File: config.mk
export PLATFORM = sky130hd
export DESIGN_NAME = dbg_mem_resp
export DESIGN_NICKNAME = d
export VERILOG_FILES = /design/src/rtl/dbg_pkg.sv /design/src/rtl/dbg_addr_chk.sv /design/src/rtl/dbg_mem_resp.sv
export SDC_FILE = /design/constraint.sdc
export NUM_CORES = 1
export LEC_CHECK = 0
export ABC_AREA = 1
export BUFFER_PORTS_ARGS = -buffer_cell sky130_fd_sc_hd__buf_2
export CORE_ASPECT_RATIO = 1.75
export CORE_MARGIN = 3
export CORE_UTILIZATION = 40
export CTS_CLUSTER_DIAMETER = 120
export DETAILED_ROUTE_END_ITERATION = 10
export PLACE_DENSITY = 0.79
export SLEW_MARGIN = 10
export SYNTH_ARGS = -nofsm -noshare
export SYNTH_HDL_FRONTEND = slang
export SYNTH_SLANG_ARGS = --single-unit
export TNS_END_PERCENT = 5
File: constraint.sdc
create_clock -name clk -period 3.8 [get_ports clk]
set_clock_uncertainty 0.2 [all_clocks]
set_input_delay 0.76 -clock clk [delete_from_list [all_inputs] [get_ports clk]]
set_output_delay 0.76 -clock clk [all_outputs]
set_load 0.005 [all_outputs]
File: src/rtl/dbg_pkg.sv
// Shared types for the debug memory responder: FSM state encoding and error codes.
package dbg_pkg;

    typedef enum logic [1:0] {
        ST_IDLE   = 2'd0,
        ST_WAIT   = 2'd1,
        ST_ACCESS = 2'd2,
        ST_RESP   = 2'd3
    } dbg_state_e;

    typedef enum logic [1:0] {
        ERR_NONE    = 2'd0,
        ERR_ADDR    = 2'd1,
        ERR_TIMEOUT = 2'd2
    } dbg_err_e;

    localparam int CNT_W = 8;

endpackage

File: src/rtl/dbg_addr_chk.sv
// Combinational legality check of a debug byte address against the served RAM window.
module dbg_addr_chk #(
    parameter int          AW       = 32,
    parameter logic [AW-1:0] MEM_BASE = '0,
    parameter int          MEM_NUM  = 4096,
    parameter int          IW       = 12
) (
    input  logic [AW-1:0] addr,
    output logic          legal,
    output logic [IW-1:0] index
);

    logic [AW-1:0] off;

    // Subtraction wraps for addresses below the base, so those land far out of range.
    assign off   = addr - MEM_BASE;
    assign legal = (addr[1:0] == 2'b00) && ((off >> 2) < AW'(MEM_NUM));
    assign index = IW'(off >> 2);

endmodule

File: src/rtl/dbg_mem_resp.sv
// Debug access port sharing a single-port RAM with the core data port.
// Optional wait-state timeout enabled by defining DBG_MEM_TIMEOUT_EN.
module dbg_mem_resp
    import dbg_pkg::*;
#(
    parameter int          DW       = 32,
    parameter int          AW       = 32,
    parameter logic [31:0] MEM_BASE = 32'h0000_0000,
    parameter int          MEM_NUM  = 4096,
    parameter int          TIMEOUT  = 255,
    localparam int         IW       = (MEM_NUM > 1) ? $clog2(MEM_NUM) : 1
) (
    input  logic          clk,
    input  logic          rstn,
    input  logic          dbg_req,
    input  logic          dbg_we,
    input  logic [AW-1:0] dbg_addr,
    input  logic [DW-1:0] dbg_wdata,
    output logic          dbg_ack,
    output logic [DW-1:0] dbg_rdata,
    output logic          dbg_err,
    input  logic          core_halted,
    input  logic          core_req,
    input  logic          core_we,
    input  logic [AW-1:0] core_addr,
    input  logic [DW-1:0] core_wdata,
    output logic          core_gnt,
    output logic          mem_cs,
    output logic          mem_we,
    output logic [IW-1:0] mem_addr,
    output logic [DW-1:0] mem_wdata,
    input  logic [DW-1:0] mem_rdata,
    output logic [1:0]    dbg_state
);

    localparam logic [AW-1:0] BASE_A = AW'(MEM_BASE);

    dbg_state_e    state_q, state_d;
    logic          we_q, we_d;
    logic [AW-1:0] addr_q, addr_d;
    logic [DW-1:0] wdata_q, wdata_d;
    dbg_err_e      err_q, err_d;

    logic          addr_legal;
    logic [IW-1:0] dbg_idx;
    logic [IW-1:0] core_idx;

`ifdef DBG_MEM_TIMEOUT_EN
    logic [CNT_W-1:0] cnt_q, cnt_d;
    logic [CNT_W-1:0] cnt_inc;
    assign cnt_inc = cnt_q + CNT_W'(1);
`endif

    dbg_addr_chk #(
        .AW       (AW),
        .MEM_BASE (BASE_A),
        .MEM_NUM  (MEM_NUM),
        .IW       (IW)
    ) u_addr_chk (
        .addr  (addr_q),
        .legal (addr_legal),
        .index (dbg_idx)
    );

    assign core_idx  = IW'((core_addr - BASE_A) >> 2);
    assign dbg_state = state_q;

    always_comb begin
        state_d = state_q;
        we_d    = we_q;
        addr_d  = addr_q;
        wdata_d = wdata_q;
        err_d   = err_q;
`ifdef DBG_MEM_TIMEOUT_EN
        cnt_d   = cnt_q;
`endif
        case (state_q)
            ST_IDLE: begin
                if (dbg_req) begin
                    we_d    = dbg_we;
                    addr_d  = dbg_addr;
                    wdata_d = dbg_wdata;
                    err_d   = ERR_NONE;
`ifdef DBG_MEM_TIMEOUT_EN
                    cnt_d   = '0;
`endif
                    state_d = ST_WAIT;
                end
            end
            ST_WAIT: begin
`ifdef DBG_MEM_TIMEOUT_EN
                cnt_d = cnt_inc;
`endif
                if (!addr_legal) begin
                    err_d   = ERR_ADDR;
                    state_d = ST_RESP;
                end else if (core_halted || !core_req) begin
                    state_d = ST_ACCESS;
                end
`ifdef DBG_MEM_TIMEOUT_EN
                else if (cnt_inc == CNT_W'(TIMEOUT)) begin
                    err_d   = ERR_TIMEOUT;
                    state_d = ST_RESP;
                end
`endif
            end
            ST_ACCESS: state_d = ST_RESP;
            ST_RESP:   state_d = ST_IDLE;
            default:   state_d = ST_IDLE;
        endcase
    end

    // The RAM belongs to the core except for the single ACCESS cycle.
    always_comb begin
        core_gnt  = core_req;
        mem_cs    = core_req;
        mem_we    = core_we;
        mem_addr  = core_idx;
        mem_wdata = core_wdata;
        dbg_ack   = 1'b0;
        dbg_err   = 1'b0;
        dbg_rdata = '0;
        case (state_q)
            ST_ACCESS: begin
                core_gnt  = 1'b0;
                mem_cs    = 1'b1;
                mem_we    = we_q;
                mem_addr  = dbg_idx;
                mem_wdata = wdata_q;
            end
            ST_RESP: begin
                dbg_ack = 1'b1;
                dbg_err = (err_q != ERR_NONE);
                if (!we_q && (err_q == ERR_NONE)) begin
                    dbg_rdata = mem_rdata;
                end
            end
            default: ;
        endcase
    end

    always_ff @(posedge clk or negedge rstn) begin
        if (!rstn) begin
            state_q <= ST_IDLE;
            we_q    <= 1'b0;
            addr_q  <= '0;
            wdata_q <= '0;
            err_q   <= ERR_NONE;
`ifdef DBG_MEM_TIMEOUT_EN
            cnt_q   <= '0;
`endif
        end else begin
            state_q <= state_d;
            we_q    <= we_d;
            addr_q  <= addr_d;
            wdata_q <= wdata_d;
            err_q   <= err_d;
`ifdef DBG_MEM_TIMEOUT_EN
            cnt_q   <= cnt_d;
`endif
        end
    end

endmodule

# ---- Word-level counts from Yosys, hierarchy flattened
# Cells that the tools add are included.
dict set report classes {
  n_lt_le_gt_ge 1
  n_eq_ne 6
  muxes 16
  reduce_logical 13
}
# op n
set op_table {}
lappend op_table {{$mux 32} 3}
lappend op_table {{$lt 30x13->1 const B} 1}
lappend op_table {{$mux 12} 1}
lappend op_table {{$mux 2} 5}
lappend op_table {{$pmux 2 s4} 1}
lappend op_table {{$logic_not 2->1} 3}
lappend op_table {{$mux 1} 5}
lappend op_table {{$eq 2x2->1 const B} 2}
lappend op_table {{$ne 2x2->1 const B} 2}
lappend op_table {{$pmux 2 s2} 1}
lappend op_table {{$reduce_and 2->1} 2}
lappend op_table {{$reduce_bool 2->1} 2}
lappend op_table {{$ne 3x3->1 const B} 1}
lappend op_table {{$reduce_and 3->1} 1}
lappend op_table {{$eq 2x1->1 const B} 1}
lappend op_table {{$logic_and 1x1->1} 2}
lappend op_table {{$logic_not 1->1} 2}
lappend op_table {{$logic_or 1x1->1} 1}
dict set report totals {
  register_bits 69
  input_bits 167
  out_inout_bits 83
}

# ---- Depth between registers and ports, before layout
# Gate-level depths: netlist of run 1.
dict set report depth {
  depth_word 5
  depth_mapped 9
  ltp_nobuf 9
}

# ---- Modules after synthesis
# A second synthesis of run 1 with hierarchy kept.
dict set report hier_totals {
  hier_cells 566
  hier_area_um2 3793.6
}
# module n_inst cells_per_inst area_each_um2
set modules_own_cells {}
lappend modules_own_cells {dbg_mem_resp 1 537 3632.2}
lappend modules_own_cells {dbg_addr_chk 1 29 161.4}

# ---- Worst setup path after synthesis of run 1
# No wires, ideal clock.
dict set report synth_timing {
  path_type {reg2out}
  from {register state_q[0], in the netlist dbg_state[0]}
  to {output mem_addr[0]}
  arrival_time_ps 1257
  required_time_ps 2840
  path_slack_ps 1583
  stages_incl_launch_ff 7
  path_buffers 1
  path_cell_list {dfrtp_1 > inv_1 > ha_1 > inv_2 > clkbuf_1 > nand2_1 > nand2_1}
}
dict set report synth_via {
  elab_chain_len 2
}
# element line_no
set synth_rtl {}
lappend synth_rtl {{start: declaration} dbg_mem_resp.sv:38} ;# dbg_state_e state_q, state_d;
lappend synth_rtl {{start signal: assignment} dbg_mem_resp.sv:153} ;# state_q <= state_d;
lappend synth_rtl {{$eq 2x2->1} dbg_mem_resp.sv:123} ;# case (state_q)
lappend synth_rtl {{$mux 12} dbg_mem_resp.sv:123}
lappend synth_rtl {{end: declaration} dbg_mem_resp.sv:30} ;# output logic [IW-1:0] mem_addr,
# Every way passes these cells.

# ---- Worst setup path after layout of run 1
dict set report layout_timing {
  from {register state_q[0], in the netlist dbg_state[0]}
  to {output mem_wdata[9]}
}
dict set report layout_via {
  elab_chain_len 2
}
# element line_no
set layout_rtl {}
lappend layout_rtl {{$eq 2x2->1} dbg_mem_resp.sv:123}
lappend layout_rtl {{$mux 32} dbg_mem_resp.sv:123}
lappend layout_rtl {{end: declaration} dbg_mem_resp.sv:31} ;# output logic [DW-1:0] mem_wdata,
# Every way passes these cells.

==> run metrics, run 1 <==
EDFF count, synth=0; IO Pins=250; number of global-route vias before repair=3,572; final setup vio count=0; Final Hold Fails=0; fill count=828; Hold Crit Start=addr_q[5]; number of distinct library cells after synthesis=15; post-CTS setup buffers=0; Routed WL=10,600 µm; floorplan row count=46; type of origin of the critical path=flop; DP HPWL=8100 µm; initial antenna violation count=0; Yosys warnings=0; Critical Path, Cell by Cell=inv_1 > ha_2 > inv_2 > nand2_1 > nand2_1 > buf_2; total grt overflow=0; CP startpoint=dbg_state[0]; RSZ-0062 raised after global routing=no; Syn Nets=580; Highest Clock Rate=314 MHz; Critical Path AT=2.22 ns; Multi-input gate area=1800 µm²; status=finished, final reports clean; Primary FF master, synth=dfrtp_1; largest net degree at the start of global routing=69; CTS Buf Count=9; Worst path top cell family by delay=buffers and inverters; Clk pin slew, worst setup/hold paths=0.06 ns; fin nets=806; H-tree levels=3; Pwr Total=4.03 mW; Die Ht=134 µm; synth top area cells=dfrtp_1 (45%), mux2_4 (20%), nand2_1 (15%); period utilisation layout=83.7%; maximum VDD drop=0.418 mV; setup TNS=0 ns; Synth area leader=dfrtp_1; CTS tree=done; ant diodes=0; die area=10,700 µm²; most frequent CP cell=nand2_1; # resized after CTS=0; gr usage total=19.6%; post-synthesis sequential area ratio=45.2%; clk sinks=68; Starting Density=41.4%; Max-Cap Viols=0; Bufs on Longest Clock Path=2; Synth Cell Area=3760 µm²; P per Cell Area=759 nW/µm²; initial DRC count=95; Critical Path Sink Type=primary output; Pre-antenna DRT Iters=4; Hold Path Class=flop to flop; Cells after Synth=408; area grow syn2layout=41.0%; post-synth top area share=45.2%; Critical Path RT=2.84 ns; CP max stage delay=0.62 ns; layout cells sized above 1=49.8%; post-layout util=58.4%; Die Width=79.3 µm; final antenna-violating net count=0; min cycle time layout=3.18 ns; Final Non-Filler Cells=759; Placed Area=4980 µm²; Final Slew Violations=0; global-route wire length before repair=16,300 µm; DR vias=3,472; core area=9090 µm²; Slew headroom=42.3%; post-DR vias/cell=4.57; Skew-Pair Late Insertion Delay=0.32 ns; Static Leakage=3.27 nW; placed cell count=743; drt drc=0; Critical R2R Launch=dbg_state[0]; Root Driver=clkbuf_16; GPL Wtd Cong=0.795; CP Max Fanout=46; ys async rst share=100%; Seq cells post-synth=68; CTS Hold Bufs=0; final instance area=5310 µm²; Buf/Inv on CP=3; DR WL/cell=13.9 µm; syn avg cell area=9.22 µm²; slowest cell on the critical path=inv_2; Setup Crit Path Kind=flop to primary output; PortBufs=229; worst slew pin tran=0.866 ns; FF+latch area=1700 µm²
final cells by class:
cell class	count	area share, %
inverters	40	2.83
clock buffers	9	4.24
flip-flops and latches	68	32.1
repair buffers	234	22.3
multi-input cells	281	33.9
clock inverters	7	1.86
well taps	120	2.83
per-layer routing:
layer | GRT usage [%] | share of wire, % | wire, µm | up-vias
met4 | 8.60 | 2.6 | 276 | 0
met1 | 20.2 | 36 | 3790 | 1584
met5 | 0 | 0 | 0 | -
met2 | 35.4 | 53 | 5550 | 162
met3 | 6.32 | 8.9 | 937 | 22
li1 | - | - | - | 1704
flip-flops by register name, summed over array words and instances (netlist names):
register	count
wdata_q	32
addr_q	32
dbg_state	2
err_q	1
we_q	1
synthesized netlist by cell type (5+ instances only):
cell      number
nand2_1      153
ha_1           5
mux2_2        15
dfrtp_1       68
buf_6          6
mux2_4        50
buf_2          6
nor2_1        49
clkbuf_1       7
inv_1         39
nand3_1        6
final timing paths:
check,end,slack [ns],depth (start not counted)
max,mem_wdata[9],0.62,6
min,addr_q[5],0.31,1
max reg2reg,wdata_q[29],1.35,5
min reg2reg,addr_q[5],0.31,1
max in group asynchronous,addr_q[30],2.40,2
min in group asynchronous,addr_q[12],0.42,2
metrics by stage:
stage                     setup WS, ns  hold WS [ns]
after CTS                        0.557         0.308
after global placement            1.02         0.287
after detailed placement         0.925         0.292
after floorplan                   1.58         0.263
after global routing             0.381         0.317
final                            0.620         0.308
cells by family after synthesis:
kind of cell / share of synthesized area (%)
multiplexers: 24.4
buffers and inverters: 7.28
AND/OR/NAND/NOR: 21.3
AO/OA/AOI/OAI: 0.133
adder cells (fa/ha/maj): 1.66
flip-flops: 45.2
power by group:
part / switching [mW] / leakage [nW] / internal, mW
clock network: 0.314 / 0.156 / 0.577
registers: 0.225 / 0.804 / 1.10
logic: 0.828 / 2.31 / 0.980
total: 1.37 / 3.27 / 2.66
placed cells by master, fill, tap and decap left out, types with 2 or more instances in the layout:
cell	instances
mux2_4	50
nand3_1	6
dfrtp_1	68
ha_1	4
inv_1	39
clkbuf_16	9
nor2_1	49
mux2_2	15
bufinv_16	2
nand2_1	152
clkinv_4	2
buf_2	229
buf_4	5
Power figures use the tool's default switching activity.
==> run 2, diff against run 1 <==
- ABC_AREA: 1 -> 0
- CORE_UTILIZATION: 40 -> 37
- clock period: 3.8 -> 2.7 ns (I/O delays scaled with it)
==> run metrics, run 2 <==
Static Leakage=2.61 nW (-20%); Reg power frac=34.8% (+1.8 points); type of origin of the critical path=flop; Clk pin slew, worst setup/hold paths=0.05 ns (about the same); RSZ-0062 raised after global routing=no; post-DR vias/cell=4.75 (+3.9%); maximum VDD drop=0.564 mV (+35%); floorplan row count=46 (unchanged); syn avg cell area=13.3 µm² (+44%); clock share of power=23.3% (+1.2 points); core area=9090 µm² (unchanged); ant diodes=0 (unchanged); post-synthesis sequential area ratio=49.2% (+4.0 points); Yosys warnings=0 (unchanged); Buf/Inv on CP=3 (unchanged); switching part of the total=29.5% (-4.4 points); status=finished, final reports clean; most frequent cells in the layout=buf_2 (229), mux2_2 (110), dfrtp_1 (68), and2_1 (33), clkbuf_16 (10); Worst path top cell family by delay=buffers and inverters; total grt overflow=0 (unchanged); synth top area cells=dfrtp_1 (49%), mux2_2 (36%), and2_1 (6.0%); Final Slew Violations=0 (unchanged); ys async rst share=100% (unchanged); Critical Path AT=1.85 ns (-0.37 ns); Die Width=79.1 µm (-0.27%); Synth Cell Area=3460 µm² (-8.0%); initial antenna violation count=0 (unchanged); Final Non-Filler Cells=619 (-18%); min cycle time layout=2.59 ns; Skew-Pair Late Insertion Delay=0.32 ns (about the same); number of distinct library cells after synthesis=22 (+7); Synth area leader=dfrtp_1; drt drc=0 (unchanged); H-tree levels=3 (unchanged); Critical Path Sink Type=primary output; Slew headroom=68.4% (+26 points); EDFF count, synth=0 (unchanged); Syn Nets=432 (-26%); worst slew pin tran=0.474 ns (-0.392 ns); Die Ht=134 µm (-0.28%); global-route wire length before repair=14,300 µm (-12%); Root Driver=clkbuf_16; Bufs on Longest Clock Path=2 (unchanged); final setup vio count=0 (unchanged); Hold Path Class=primary input to flop; largest net degree at the start of global routing=39 (-43%); Cells after Synth=260 (-36%); final antenna-violating net count=0 (unchanged); layout cells sized above 1=73.3% (+24 points); gr usage total=17.5% (-2.1 points); GPL Wtd Cong=0.702 (-12%); initial DRC count=66 (-31%); Seq cells post-synth=68 (unchanged); count leader, synth=mux2_2; CP Max Fanout=19 (-59%); clk sinks=68 (unchanged); placed cell count=601 (-19%); Critical Path, Cell by Cell=inv_1 > ha_4 > clkbuf_16 > mux2_2 > buf_2; fin nets=666 (-17%); Final Hold Fails=0 (unchanged); post-CTS setup buffers=0 (unchanged); DP HPWL=7650 µm (-5.6%); Pre-antenna DRT Iters=4 (unchanged); Setup Crit Path Kind=flop to primary output; combinational share of power=42.0% (-2.9 points); setup TNS=0 ns (unchanged); P per Cell Area=1030 nW/µm² (+36%); IO Pins=250 (unchanged); die area=10,600 µm² (-0.55%); post-layout util=56.4% (-2.0 points); commonest non-fill, non-tap cell in the layout=buf_2; DR vias=2,941 (-15%); most frequent cells after synthesis=mux2_2 (110), dfrtp_1 (68), and2_1 (33), buf_2 (12); Sw Pwr=1.57 mW (+15%); Routed WL=9660 µm (-8.4%); DR WL/cell=15.6 µm (+12%); CP max stage delay=0.45 ns (-0.17 ns); Primary FF master, synth=dfrtp_1; Starting Density=38.1% (-3.3 points); Critical Path RT=1.96 ns (-0.88 ns); CTS tree=done; Highest Clock Rate=386 MHz; Max-Cap Viols=0 (unchanged); CTS Buf Count=9 (unchanged); slowest cell on the critical path=dfrtp_1; PortBufs=229 (unchanged); number of global-route vias before repair=3,132 (-12%); post-synth top area share=49.2% (+4.0 points); Internal=3.74 mW (+40%); area grow syn2layout=48.1%; period utilisation layout=96.1%
[run 2: cell types whose count changed in the layout (fill, tap and decap cells not counted), moves of 32 or more]
cell and change:
and2_1 +32, inv_1 -36, nor2_1 -47, nand2_1 -150, mux2_2 +95, mux2_4 -50
[run 2: power groups by stage]
stage	clock [mW]	sequential, mW	combinational (mW)
floorplan	0	1.74	1.46
global route	1.32	1.90	2.43
CTS	1.27	1.84	2.20
global placement	0	1.82	2.10
finish	1.23	1.84	2.23
detailed placement	0	1.86	2.19
[run 2: final cells by class]
| class | instances | area, µm² |
|---|---|---|
| fillers | 780 | 3970 |
| flip-flops and latches | 68 | 1700 |
| multi-input cells | 174 | 1700 |
| repair buffers | 238 | 1250 |
| clock buffers | 12 | 246 |
| well taps | 120 | 150 |
| clock inverters | 4 | 72.6 |
| inverters | 3 | 11.3 |
[run 2: cell families after synthesis]
group	after synthesis	share of synthesized area [%]
AO/OA/AOI/OAI	7	1.55
adder cells (fa/ha/maj)	5	1.81
buffers and inverters	18	2.39
flip-flops	68	49.2
multiplexers	112	36.4
AND/OR/NAND/NOR	50	8.68
[run 2: path summary, 6_finish.rpt]
kind	from	to	slack, ns	depth (start not counted)
setup / recovery	dbg_state[0]	mem_wdata[24]	0.11	5
setup reg to reg	dbg_state[0]	addr_q[29]	0.62	5
max in group asynchronous	rstn	addr_q[3]	1.12	3
min in group asynchronous	rstn	addr_q[14]	0.49	2
hold / removal	dbg_wdata[15]	wdata_q[15]	0.25	2
hold reg to reg	wdata_q[6]	wdata_q[6]	0.30	1
[run 2: timing repair]
item                                    CTS  global route
hold buffers                              1             0
resized for setup                         0             1
hold endpoints to repair                 17             0
endpoints found under the setup margin    0            28
[run 2: routing by layer]
metal / wire [µm] / vias to the layer above / global-route usage (%)
met1: 2980 / 1385 / 15.0
li1: - / 1384 / -
met4: 161 / 0 / 7.17
met2: 5520 / 159 / 34.7
met5: 0 / - / 0
met3: 1000 / 13 / 6.32
[run 2: through the flow]
stage                     instance area (µm²)  hold WS (ns)  total power [mW]  worst slack, ns
after CTS                                5090         0.232              5.31           0.0437
after floorplan                          3460        0.0444              3.20            0.481
final                                    5120         0.248              5.30            0.106
after global routing                     5120         0.228              5.66           0.0165
after global placement                   4760         0.281              3.92            0.423
after detailed placement                 4760         0.289              4.05            0.401
